`src/rtl/mole_pkg.sv`:
```
`default_nettype none
// ============================================================================
//  Module   : mole_pkg
//  Purpose  : Shared constants, FSM state encoding and helpers for the mole
//             game sequencer and its hit evaluator.
//  Contents : NUM_HOLES, SLOT_W, MOLES_W, state encoding ST_*, slot_up()
//  Revision : 1.0  initial release
// ============================================================================
package mole_pkg;

    localparam int NUM_HOLES = 5;
    localparam int SLOT_W    = 4;
    localparam int MOLES_W   = NUM_HOLES * SLOT_W;

    // Game flow state; the encoding is visible on the state port.
    typedef logic [1:0] state_t;
    localparam state_t ST_IDLE = 2'd0;
    localparam state_t ST_CD   = 2'd1;
    localparam state_t ST_PLAY = 2'd2;
    localparam state_t ST_OVER = 2'd3;

    // A slot holds a mole whenever its nibble is nonzero.
    function automatic logic slot_up(input logic [MOLES_W-1:0] moles, input int idx);
        return |moles[idx*SLOT_W +: SLOT_W];
    endfunction

endpackage
`default_nettype wire

```
`src/rtl/mole_hit_eval.sv`:
```
`default_nettype none
// ============================================================================
//  Module   : mole_hit_eval
//  Purpose  : Combinational classification of player hits into good hits
//             (mole up and not already being killed) and bad hits (empty
//             hole), plus population counts of each.
//  Ports    : hit_i    [4:0]  per-hole press pulses (already gated to PLAY)
//             moles_i  [19:0] mole slots from MOLE
//             pend_i   [4:0]  kill_list issued the previous cycle
//             good_o   [4:0]  hits that score
//             bad_o    [4:0]  hits that count as misses
//             n_good_o [2:0]  popcount(good_o)
//             n_bad_o  [2:0]  popcount(bad_o)
//  Revision : 1.0  initial release
// ============================================================================
module mole_hit_eval
    import mole_pkg::*;
(
    input  logic [NUM_HOLES-1:0] hit_i,
    input  logic [MOLES_W-1:0]   moles_i,
    input  logic [NUM_HOLES-1:0] pend_i,
    output logic [NUM_HOLES-1:0] good_o,
    output logic [NUM_HOLES-1:0] bad_o,
    output logic [2:0]           n_good_o,
    output logic [2:0]           n_bad_o
);

    always_comb begin
        good_o   = '0;
        bad_o    = '0;
        n_good_o = '0;
        n_bad_o  = '0;
        for (int i = 0; i < NUM_HOLES; i++) begin
            // A slot that was killed last cycle may still read nonzero while
            // MOLE retires it; such a hit is neither good nor bad.
            good_o[i] = hit_i[i] & slot_up(moles_i, i) & ~pend_i[i];
            bad_o[i]  = hit_i[i] & ~slot_up(moles_i, i);
        end
        for (int i = 0; i < NUM_HOLES; i++) begin
            n_good_o = n_good_o + {2'b00, good_o[i]};
            n_bad_o  = n_bad_o  + {2'b00, bad_o[i]};
        end
    end

endmodule
`default_nettype wire

```
`src/rtl/mole_game_ctrl.sv`:
```
`default_nettype none
// ============================================================================
//  Module   : mole_game_ctrl
//  Purpose  : Game sequencer in front of MOLE. Runs IDLE/countdown/play/over,
//             pulses mole_start, turns hits into kill_list pulses, scores
//             hits and misses, counts the play timer and raises difficulty
//             on every level-up.
//  Ports    : clk, rst_n (async active-low)
//             btn_start          start pulse
//             hit [4:0]          per-hole press pulses
//             moles [19:0]       mole slots from MOLE
//             mole_start         1-cycle pulse on the first PLAY cycle
//             life_span [31:0]   mole life to MOLE
//             gen_interval[31:0] mole spawn interval to MOLE
//             kill_list [4:0]    kill pulses to MOLE
//             score [SCORE_W-1:0], misses [3:0], level [3:0]
//             time_left [31:0]   play cycles remaining
//             game_over          high in OVER
//             state [1:0]        IDLE=0 CD=1 PLAY=2 OVER=3
//  Revision : 1.0  initial release
// ============================================================================
module mole_game_ctrl
    import mole_pkg::*;
#(
    parameter int unsigned LIFE_INIT  = 100,
    parameter int unsigned LIFE_MIN   = 20,
    parameter int unsigned LIFE_DEC   = 10,
    parameter int unsigned GEN_INIT   = 50,
    parameter int unsigned GEN_MIN    = 10,
    parameter int unsigned GEN_DEC    = 5,
    parameter int unsigned LEVEL_STEP = 8,
    parameter int unsigned MAX_MISS   = 5,
    parameter int unsigned GAME_TICKS = 3000,
    parameter int unsigned CD_TICKS   = 150,
    parameter int          SCORE_W    = 10
)(
    input  logic                 clk,
    input  logic                 rst_n,
    input  logic                 btn_start,
    input  logic [NUM_HOLES-1:0] hit,
    input  logic [MOLES_W-1:0]   moles,
    output logic                 mole_start,
    output logic [31:0]          life_span,
    output logic [31:0]          gen_interval,
    output logic [NUM_HOLES-1:0] kill_list,
    output logic [SCORE_W-1:0]   score,
    output logic [3:0]           misses,
    output logic [3:0]           level,
    output logic [31:0]          time_left,
    output logic                 game_over,
    output logic [1:0]           state
);

    state_t               state_q,     state_d;
    logic [31:0]          cd_cnt_q,    cd_cnt_d;
    logic [31:0]          time_left_q, time_left_d;
    logic [31:0]          life_q,      life_d;
    logic [31:0]          gen_q,       gen_d;
    logic [SCORE_W-1:0]   score_q,     score_d;
    logic [3:0]           misses_q,    misses_d;
    logic [3:0]           level_q,     level_d;
    logic [7:0]           step_q,      step_d;
    logic [NUM_HOLES-1:0] kill_q,      kill_d;
    logic                 start_q,     start_d;
    logic                 over_q,      over_d;

    logic [NUM_HOLES-1:0] w_hit_play;
    logic [NUM_HOLES-1:0] w_good;
    logic [NUM_HOLES-1:0] w_bad;
    logic [2:0]           w_n_good;
    logic [2:0]           w_n_bad;
    logic [SCORE_W:0]     w_score_sum;
    logic [4:0]           w_miss_sum;
    logic [3:0]           w_miss_next;
    logic [8:0]           w_step_sum;
    logic [8:0]           w_step_wrap;
    logic                 w_level_up;
    logic                 w_new_game;

    // Hits outside PLAY never reach the evaluator.
    assign w_hit_play = (state_q == ST_PLAY) ? hit : '0;

    mole_hit_eval u_hit_eval (
        .hit_i    (w_hit_play),
        .moles_i  (moles),
        .pend_i   (kill_q),
        .good_o   (w_good),
        .bad_o    (w_bad),
        .n_good_o (w_n_good),
        .n_bad_o  (w_n_bad)
    );

    // Widened sums so that saturation and level wrap can be detected
    // before anything is truncated.
    assign w_score_sum = {1'b0, score_q} + {{(SCORE_W-2){1'b0}}, w_n_good};
    assign w_miss_sum  = {1'b0, misses_q} + {2'b00, w_n_bad};
    assign w_miss_next = (w_miss_sum >= 5'(MAX_MISS)) ? 4'(MAX_MISS) : w_miss_sum[3:0];
    assign w_step_sum  = {1'b0, step_q} + {6'b0, w_n_good};
    assign w_level_up  = (w_step_sum >= 9'(LEVEL_STEP));
    assign w_step_wrap = w_step_sum - 9'(LEVEL_STEP);
    assign w_new_game  = btn_start & ((state_q == ST_IDLE) | (state_q == ST_OVER));

    always_comb begin
        state_d     = state_q;
        cd_cnt_d    = cd_cnt_q;
        time_left_d = time_left_q;
        life_d      = life_q;
        gen_d       = gen_q;
        score_d     = score_q;
        misses_d    = misses_q;
        level_d     = level_q;
        step_d      = step_q;
        kill_d      = '0;
        start_d     = 1'b0;

        case (state_q)
            ST_CD: begin
                if (cd_cnt_q == 32'd0) begin
                    state_d = ST_PLAY;
                    start_d = 1'b1;
                end else begin
                    cd_cnt_d = cd_cnt_q - 32'd1;
                end
            end
            ST_PLAY: begin
                time_left_d = time_left_q - 32'd1;
                kill_d      = w_good;
                score_d     = w_score_sum[SCORE_W] ? '1 : w_score_sum[SCORE_W-1:0];
                misses_d    = w_miss_next;
                if (w_level_up) begin
                    step_d  = w_step_wrap[7:0];
                    level_d = (level_q == 4'd15) ? level_q : level_q + 4'd1;
                    // Compare first so the floor is reached without wrapping.
                    life_d  = (life_q >= LIFE_MIN + LIFE_DEC) ? life_q - LIFE_DEC : LIFE_MIN;
                    gen_d   = (gen_q  >= GEN_MIN  + GEN_DEC)  ? gen_q  - GEN_DEC  : GEN_MIN;
                end else begin
                    step_d  = w_step_sum[7:0];
                end
                if ((time_left_q == 32'd1) || (w_miss_next == 4'(MAX_MISS))) begin
                    state_d = ST_OVER;
                    kill_d  = '1;      // sweep the board on the way out
                end
            end
            default: ;
        endcase

        if (w_new_game) begin
            state_d     = ST_CD;
            cd_cnt_d    = CD_TICKS - 1;
            time_left_d = GAME_TICKS;
            life_d      = LIFE_INIT;
            gen_d       = GEN_INIT;
            score_d     = '0;
            misses_d    = '0;
            level_d     = '0;
            step_d      = '0;
        end
    end

    assign over_d = (state_d == ST_OVER);

    always_ff @(posedge clk or negedge rst_n) begin
        if (!rst_n) begin
            state_q     <= ST_IDLE;
            cd_cnt_q    <= '0;
            time_left_q <= GAME_TICKS;
            life_q      <= LIFE_INIT;
            gen_q       <= GEN_INIT;
            score_q     <= '0;
            misses_q    <= '0;
            level_q     <= '0;
            step_q      <= '0;
            kill_q      <= '0;
            start_q     <= 1'b0;
            over_q      <= 1'b0;
        end else begin
            state_q     <= state_d;
            cd_cnt_q    <= cd_cnt_d;
            time_left_q <= time_left_d;
            life_q      <= life_d;
            gen_q       <= gen_d;
            score_q     <= score_d;
            misses_q    <= misses_d;
            level_q     <= level_d;
            step_q      <= step_d;
            kill_q      <= kill_d;
            start_q     <= start_d;
            over_q      <= over_d;
        end
    end

    assign state        = state_q;
    assign time_left    = time_left_q;
    assign life_span    = life_q;
    assign gen_interval = gen_q;
    assign score        = score_q;
    assign misses       = misses_q;
    assign level        = level_q;
    assign kill_list    = kill_q;
    assign mole_start   = start_q;
    assign game_over    = over_q;

endmodule
`default_nettype wire

```
`config.mk`:
```
export PLATFORM = sky130hd
export DESIGN_NAME = mole_game_ctrl
export DESIGN_NICKNAME = d
export VERILOG_FILES = /design/src/rtl/mole_pkg.sv /design/src/rtl/mole_hit_eval.sv /design/src/rtl/mole_game_ctrl.sv
export SDC_FILE = /design/constraint.sdc
export NUM_CORES = 1
export LEC_CHECK = 0
export CAP_MARGIN = 40
export CELL_PAD_IN_SITES_DETAIL_PLACEMENT = 0
export CELL_PAD_IN_SITES_GLOBAL_PLACEMENT = 2
export CORE_MARGIN = 3
export CORE_UTILIZATION = 36
export CTS_CLUSTER_SIZE = 24
export DETAILED_ROUTE_END_ITERATION = 8
export PLACE_DENSITY = 0.93
export REMOVE_ABC_BUFFERS = 1
export SLEW_MARGIN = 20
export SYNTH_ARGS = -nofsm -noshare
export SYNTH_HDL_FRONTEND = slang
export SYNTH_SLANG_ARGS = --single-unit
```
`constraint.sdc`:
```
create_clock -name clk -period 8.85 [get_ports clk]
set_clock_uncertainty 0.2 [all_clocks]
set_input_delay 1.77 -clock clk [delete_from_list [all_inputs] [get_ports clk]]
set_output_delay 1.77 -clock clk [all_outputs]
set_load 0.03 [all_outputs]
```
==> results.yml, run 1 <==
run_status:
  status: "finished, final reports clean"
global_routing:
  grt_pass1_vias: 8239
  grt_pass1_wl_um: 43200
  grt_util_all_layers_pct: 18.4
  grt_max_degree: 64
  antenna_found_initial: 0
  gr-total-overflow: 0
yosys:
  synth-edff-count: 0
  synth_top_family_by_area: "simple AND/OR/NAND/NOR gates"
  async_flop_share_pct: 100
  ys_ff_latch: 162
  ys_warn_count: 0
  synth_fa_ha_area_share_pct: 4.59
  yosysTopAreaCellShare_pct: 40.0
  postSynthAreaPerCell_um2: 8.90
  synthCells: 1048
  synth.top_cells.by_area: "dfrtp_1 40%, nor2_1 5.1%, a21oi_1 4.8%"
  synthMuxAreaShare_pct: 1.41
  synth_simple_gate_area_share_pct: 24.8
  yosysSeqAreaShare_pct: 43.6
  synth_common_cells: "149 x dfrtp_1, 127 x nor2_1, 89 x a21oi_1"
  yosysTopAreaCell: "dfrtp_1"
  syn_area_mm2: 0.00933
  yosysMostFrequentCell: "dfrtp_1"
  yosys_most_used_dff: "dfrtp_1"
  synth_compound_area_share_pct: 16.5
  synth_cell_types: 69
  yosys.area_share.xor_xnor_pct: 4.98
clocking:
  insertion_delay_ps: 420
  post_cts_buffers: 0
  clockBufferDepth: 2
  cts_num_sinks: 162
  cts.reportedPaths.clkPinSlew_ps: 70
  ctsHoldBuffers: 0
  cts_tree: "built"
  numCtsBuffers: 17
  cts_root_buffer: "clkbuf_16"
  cts_resized: 0
  cts_max_level: 4
placed_design:
  portBuffers: 149
  place_hpwl_um: 17100
  gp_congestion: 0.770
  preCtsSetupSlack_ps: 1030
hold_path:
  whs_endpoint: "kill_list[1]"
  min_from: "kill_list[1]"
  hold_depth: 1
  min_path_type: "register to register"
run:
  drv_cap: 0
timing:
  fin_crit_sh_pct: 83.1
  tightest_slew_ps: 897
  finalHoldViolCount: 0
  timing.slew.headroom_pct: 40.0
  fmax_mhz: 136
  grt_setup_unrepaired: "false"
  fin_crit_ps: 7360
  setup_slack_ps: 1490
  drv_slew: 0
  setup_viol: 0
  finalSetupTns_ps: 0
finish:
  layout.nets: 1230
  n_antenna_cell: 0
  drive_above_1_share_pct: 6.16
  fillers: 2456
  syn2layout_area_growth_pct: 25.8
setup_path:
  endpoint_kind: "register"
  critPathMaxFanout: 12
  cp-start-kind: "input pin"
  required_ps: 8950
  r2r_cells: 23
  timing.rr.start: "state[0]"
  critPathKind: "input pin to register"
  crit_start: "moles[5]"
  timing.rr.end: "life_span[23]"
  rrSetupSlack_ps: 2610
  arrival_ps: 7460
floorplan:
  die_x_um: 167
  dieHeight_um: 167
  core-area_mm2: 0.0253
  io_pins: 151
  die-area_mm2: 0.0279
  initial_utilization_pct: 36.8
  fp-row-count: 58
pwr:
  leakage_nw: 4.92
  ir_drop_uv: 106
  power_density_mw_per_mm2: 156
routing:
  wl_um: 25300
  num_vias: 8269
  drt-initial-drc-count: 577
  drc: 0
  wl_per_cell_um: 16.7
  detail-route-antenna-nets: 0
  vias_per_cell: 5.46
  drtPass1Iterations: 5
## final cells by class
| type | instances | area [um^2] | area share [%] |
|---|---|---|---|
| Timing Repair Buffer | 162 | 1600 | 13.6 |
| Multi-Input combinational cell | 796 | 4890 | 41.7 |
| Clock buffer | 20 | 437 | 3.72 |
| Clock inverter | 12 | 204 | 1.74 |
| Sequential cell | 162 | 4070 | 34.7 |
| Tap cell | 330 | 413 | 3.52 |
| Inverter | 33 | 124 | 1.06 |
## per-stage QoR
stage                     instance area [um^2]  hold WS [ps]  utilization (%)  std cells  power [mW]
after floorplan                           9070           284                -        991       0.922
after global placement                   11100           277             43.7       1482        1.03
after detailed placement                 11100           283             43.8       1483        1.04
after CTS                                11700           290             46.3       1515        1.86
after global routing                     11700           324             46.3       1515        1.92
final                                    11700           288             46.3       1515        1.83
## placed cells by master, fill, tap and decap left out, types with 10 or more instances in the layout
| master | n |
|---|---|
| nor3_1 | 42 |
| dfstp_2 | 13 |
| or4_1 | 20 |
| a21oi_1 | 89 |
| xnor2_1 | 33 |
| inv_1 | 32 |
| nand2b_1 | 10 |
| and2_1 | 10 |
| nand2_1 | 69 |
| buf_4 | 12 |
| nor4_1 | 36 |
| dfrtp_1 | 149 |
| nor2_1 | 127 |
| xor2_1 | 20 |
| o21ai_0 | 68 |
| o211ai_1 | 10 |
| and3_1 | 18 |
| ha_1 | 22 |
| mux2i_1 | 12 |
| clkdlybuf4s50_1 | 148 |
| a31oi_1 | 15 |
| nand4_1 | 12 |
| or3_1 | 21 |
| clkbuf_16 | 17 |
| nand3_1 | 43 |
## routing by layer
layer / routed length (um) / part of all wire, % / vias up / global-route usage [%]
li1: - / - / 4048 / -
met1: 11800 / 47 / 4063 / 25.3
met2: 12400 / 49 / 142 / 30.6
met3: 880 / 3.5 / 16 / 3.11
met4: 251 / 0.99 / 0 / 4.45
met5: 0 / 0 / - / 0
## report_power, final
part | switching (mW) | internal [mW]
Combinational | 0.176 | 0.0701
Clock | 0.313 | 0.504
Sequential | 0.0152 | 0.757
Total | 0.504 | 1.33
## how the worst max path moves through the flow
| stage | endpoint | slack, ps | cells past startpoint |
|---|---|---|---|
| 3_5_place_dp | life_span[23] | 1030 | 22 |
| 3_3_place_gp | life_span[27] | 1140 | 22 |
| 6_report | life_span[23] | 1490 | 22 |
| 4_1_cts | life_span[23] | 1480 | 22 |
| 2_1_floorplan | gen_interval[21] | 1670 | 20 |
| 5_1_grt | life_span[23] | 1020 | 22 |
## logic make-up after synthesis
logic type,after synthesis
XOR/XNOR,53
flip-flops,162
AO/OA/AOI/OAI,249
buffers and inverters,90
multiplexers,13
adder cells (fa/ha/maj),30
AND/OR/NAND/NOR,450
other,1
## registers in the layout, indices dropped and copies added (netlist names)
name,flops
step_q,8
state,2
misses,4
cd_cnt_q,32
level,4
life_span,31
score,10
mole_start,1
gen_interval,32
kill_list,5
game_over,1
time_left,32
## worst max-delay path, cell delays in order
cell             delay, ps
clkdlybuf4s50_1        400
nor4_1                 470
nor3_1                 110
ha_1                   290
inv_1                   50
fa_1                   490
inv_1                   40
ha_1                   170
inv_1                   60
fa_1                   450
fa_1                   470
nor2b_1                330
o21ai_0                150
xor2_1                 180
ha_1                   280
nand4_1                120
mux2i_1                 90
mux2_2                 360
a21oi_2                370
buf_4                  280
nor2_1                 120
a221o_1                410
Note: power is estimated with default switching activity, not from simulation.
==> run 2: changes to the inputs <==
--- a/config.mk
+++ b/config.mk
@@ -9,10 +9,10 @@
 export CELL_PAD_IN_SITES_DETAIL_PLACEMENT = 0
 export CELL_PAD_IN_SITES_GLOBAL_PLACEMENT = 2
 export CORE_MARGIN = 3
-export CORE_UTILIZATION = 36
+export CORE_UTILIZATION = 30
 export CTS_CLUSTER_SIZE = 24
 export DETAILED_ROUTE_END_ITERATION = 8
-export PLACE_DENSITY = 0.93
+export PLACE_DENSITY = 0.83
 export REMOVE_ABC_BUFFERS = 1
 export SLEW_MARGIN = 20
 export SYNTH_ARGS = -nofsm -noshare
==> constraint.sdc (replaced) <==
create_clock -name clk -period 6.1 [get_ports clk]
set_clock_uncertainty 0.2 [all_clocks]
set_input_delay 1.22 -clock clk [delete_from_list [all_inputs] [get_ports clk]]
set_output_delay 1.22 -clock clk [all_outputs]
set_load 0.03 [all_outputs]
==> run 2 against run 1 <==
  * Sequential cell count unchanged
  * Worst setup slack worse by 1300 ps
  * Critical path type unchanged
  * Sequential power up 45%
  * Die area up 19%
  * Core utilization down 5.1 points
  * Via count up 2.7%
  * Non-clock buffer count up 50
  * Routed wire length up 6.2%
  * Largest power group unchanged
  * Register-to-register slack worse by 2000 ps
  * Critical path depth down 1
  * Critical endpoint is now gen_interval[26]
  * Final area up 5.8%
  * Worst hold slack better by 21 ps
==> results.yml, run 2 (synthesized netlist as in run 1, its figures left out) <==
run_status:
  status: "finished, final reports clean"
routing:
  drtPass1Iterations: 5
  drt-initial-drc-count: 459
  vias_per_cell: 5.23
  wl_per_cell_um: 16.6
  drc: 0
  num_vias: 8492
  detail-route-antenna-nets: 0
  wl_um: 26900
timing:
  tightest_slew_ps: 814
  grt_setup_unrepaired: "false"
  setup_viol: 0
  fin_crit_ps: 5910
  fin_crit_sh_pct: 96.9
  finalHoldViolCount: 0
  drv_slew: 0
  finalSetupTns_ps: 0
  hold_ws_ps: 310
  fmax_mhz: 169
  timing.slew.headroom_pct: 45.6
  setup_slack_ps: 187
finish:
  final_common_cell: "dfrtp_1"
  final_cell_mix: "149 x dfrtp_1, 141 x clkdlybuf4s50_1, 126 x nor2_1, 89 x a21oi_1"
  instances_no_fill: 1625
  post-route-util_pct: 41.2
  drive_above_1_share_pct: 11.6
  n_antenna_cell: 0
  syn2layout_area_growth_pct: 33.1
  layout.nets: 1280
  fillers: 2988
  fin_area_mm2: 0.0124
global_routing:
  antenna_found_initial: 0
  grt_max_degree: 78
  grt_pass1_wl_um: 44000
  gr-total-overflow: 0
  grt_pass1_vias: 8227
  grt_util_all_layers_pct: 16.0
floorplan:
  fp-row-count: 63
  die-area_mm2: 0.0332
  io_pins: 151
  core-area_mm2: 0.0301
  dieHeight_um: 182
  initial_utilization_pct: 31.0
  die_x_um: 182
clocking:
  clockBufferDepth: 2
  cts.reportedPaths.clkPinSlew_ps: 70
  numCtsBuffers: 17
  insertion_delay_ps: 430
  cts_num_sinks: 162
  ctsHoldBuffers: 0
  cts_root_buffer: "clkbuf_16"
  cts_max_level: 4
  cts_tree: "built"
placed_design:
  place_hpwl_um: 18500
  gp_congestion: 0.752
  placed_cell_area_mm2: 0.0116
  dpl.cell_count: 1584
  preCtsSetupSlack_ps: -461
  portBuffers: 149
setup_path:
  arrival_ps: 6060
  critPathMaxFanout: 6
  endpoint_kind: "register"
  cp-start-kind: "input pin"
  required_ps: 6250
  critPathKind: "input pin to register"
pwr:
  power_density_mw_per_mm2: 213
  ir_drop_uv: 175
  total_power_mw: 2.65
  leakage_nw: 5.32
run:
  drv_cap: 0
hold_path:
  min_path_type: "register to register"
-- run 2: cell type report --
type / count / area, um^2 / area share, %
Multi-Input combinational cell: 796 / 4970 / 40.0
Clock buffer: 20 / 457 / 3.68
Sequential cell: 162 / 4070 / 32.8
Tap cell: 390 / 488 / 3.93
Timing Repair Buffer: 212 / 2130 / 17.2
Clock inverter: 12 / 170 / 1.37
Inverter: 33 / 124 / 0.998
-- run 2: where the power goes --
group	internal [mW]	switching (mW)	total (mW)
clock	0.676	0.478	1.15
combinational	0.116	0.257	0.373
sequential	1.10	0.0214	1.12
total	1.89	0.756	2.65
-- run 2: final timing paths --
path	from	end	slack, ps	cells after the start
max	moles[1]	gen_interval[26]	190	21
min	kill_list[1]	kill_list[1]	310	1
max reg2reg	state[0]	gen_interval[26]	640	20
min reg2reg	kill_list[1]	kill_list[1]	310	1
max in group asynchronous	rst_n	time_left[0]	4120	3
min in group asynchronous	rst_n	cd_cnt_q[29]	360	1
-- run 2: timing repair --
action | 4_1_cts | 5_1_grt
buffers inserted | 2 | 4
setup endpoints to repair | 13 | 71
gates resized for setup | 7 | 24
pin swaps | 4 | 13
cloned | 1 | 1
-- run 2: worst max-delay path: stages --
cell	delay, ps
clkdlybuf4s50_1	440
nor4_4	190
nor3_2	80
ha_1	290
inv_2	40
fa_1	490
inv_1	40
ha_1	160
inv_1	60
fa_2	460
fa_2	420
xnor2_2	160
or4b_4	510
or3b_4	410
and2_4	160
buf_4	140
a211oi_4	200
buf_6	180
buf_12	120
nand2_2	50
o31ai_2	200
-- run 2: routing by layer --
layer,global-route usage (%),up-vias,wire length (um)
met2,27.2,172,13100
met4,2.86,0,167
met3,3.03,11,1040
met5,0,-,0
li1,-,4169,-
met1,21.6,4140,12600
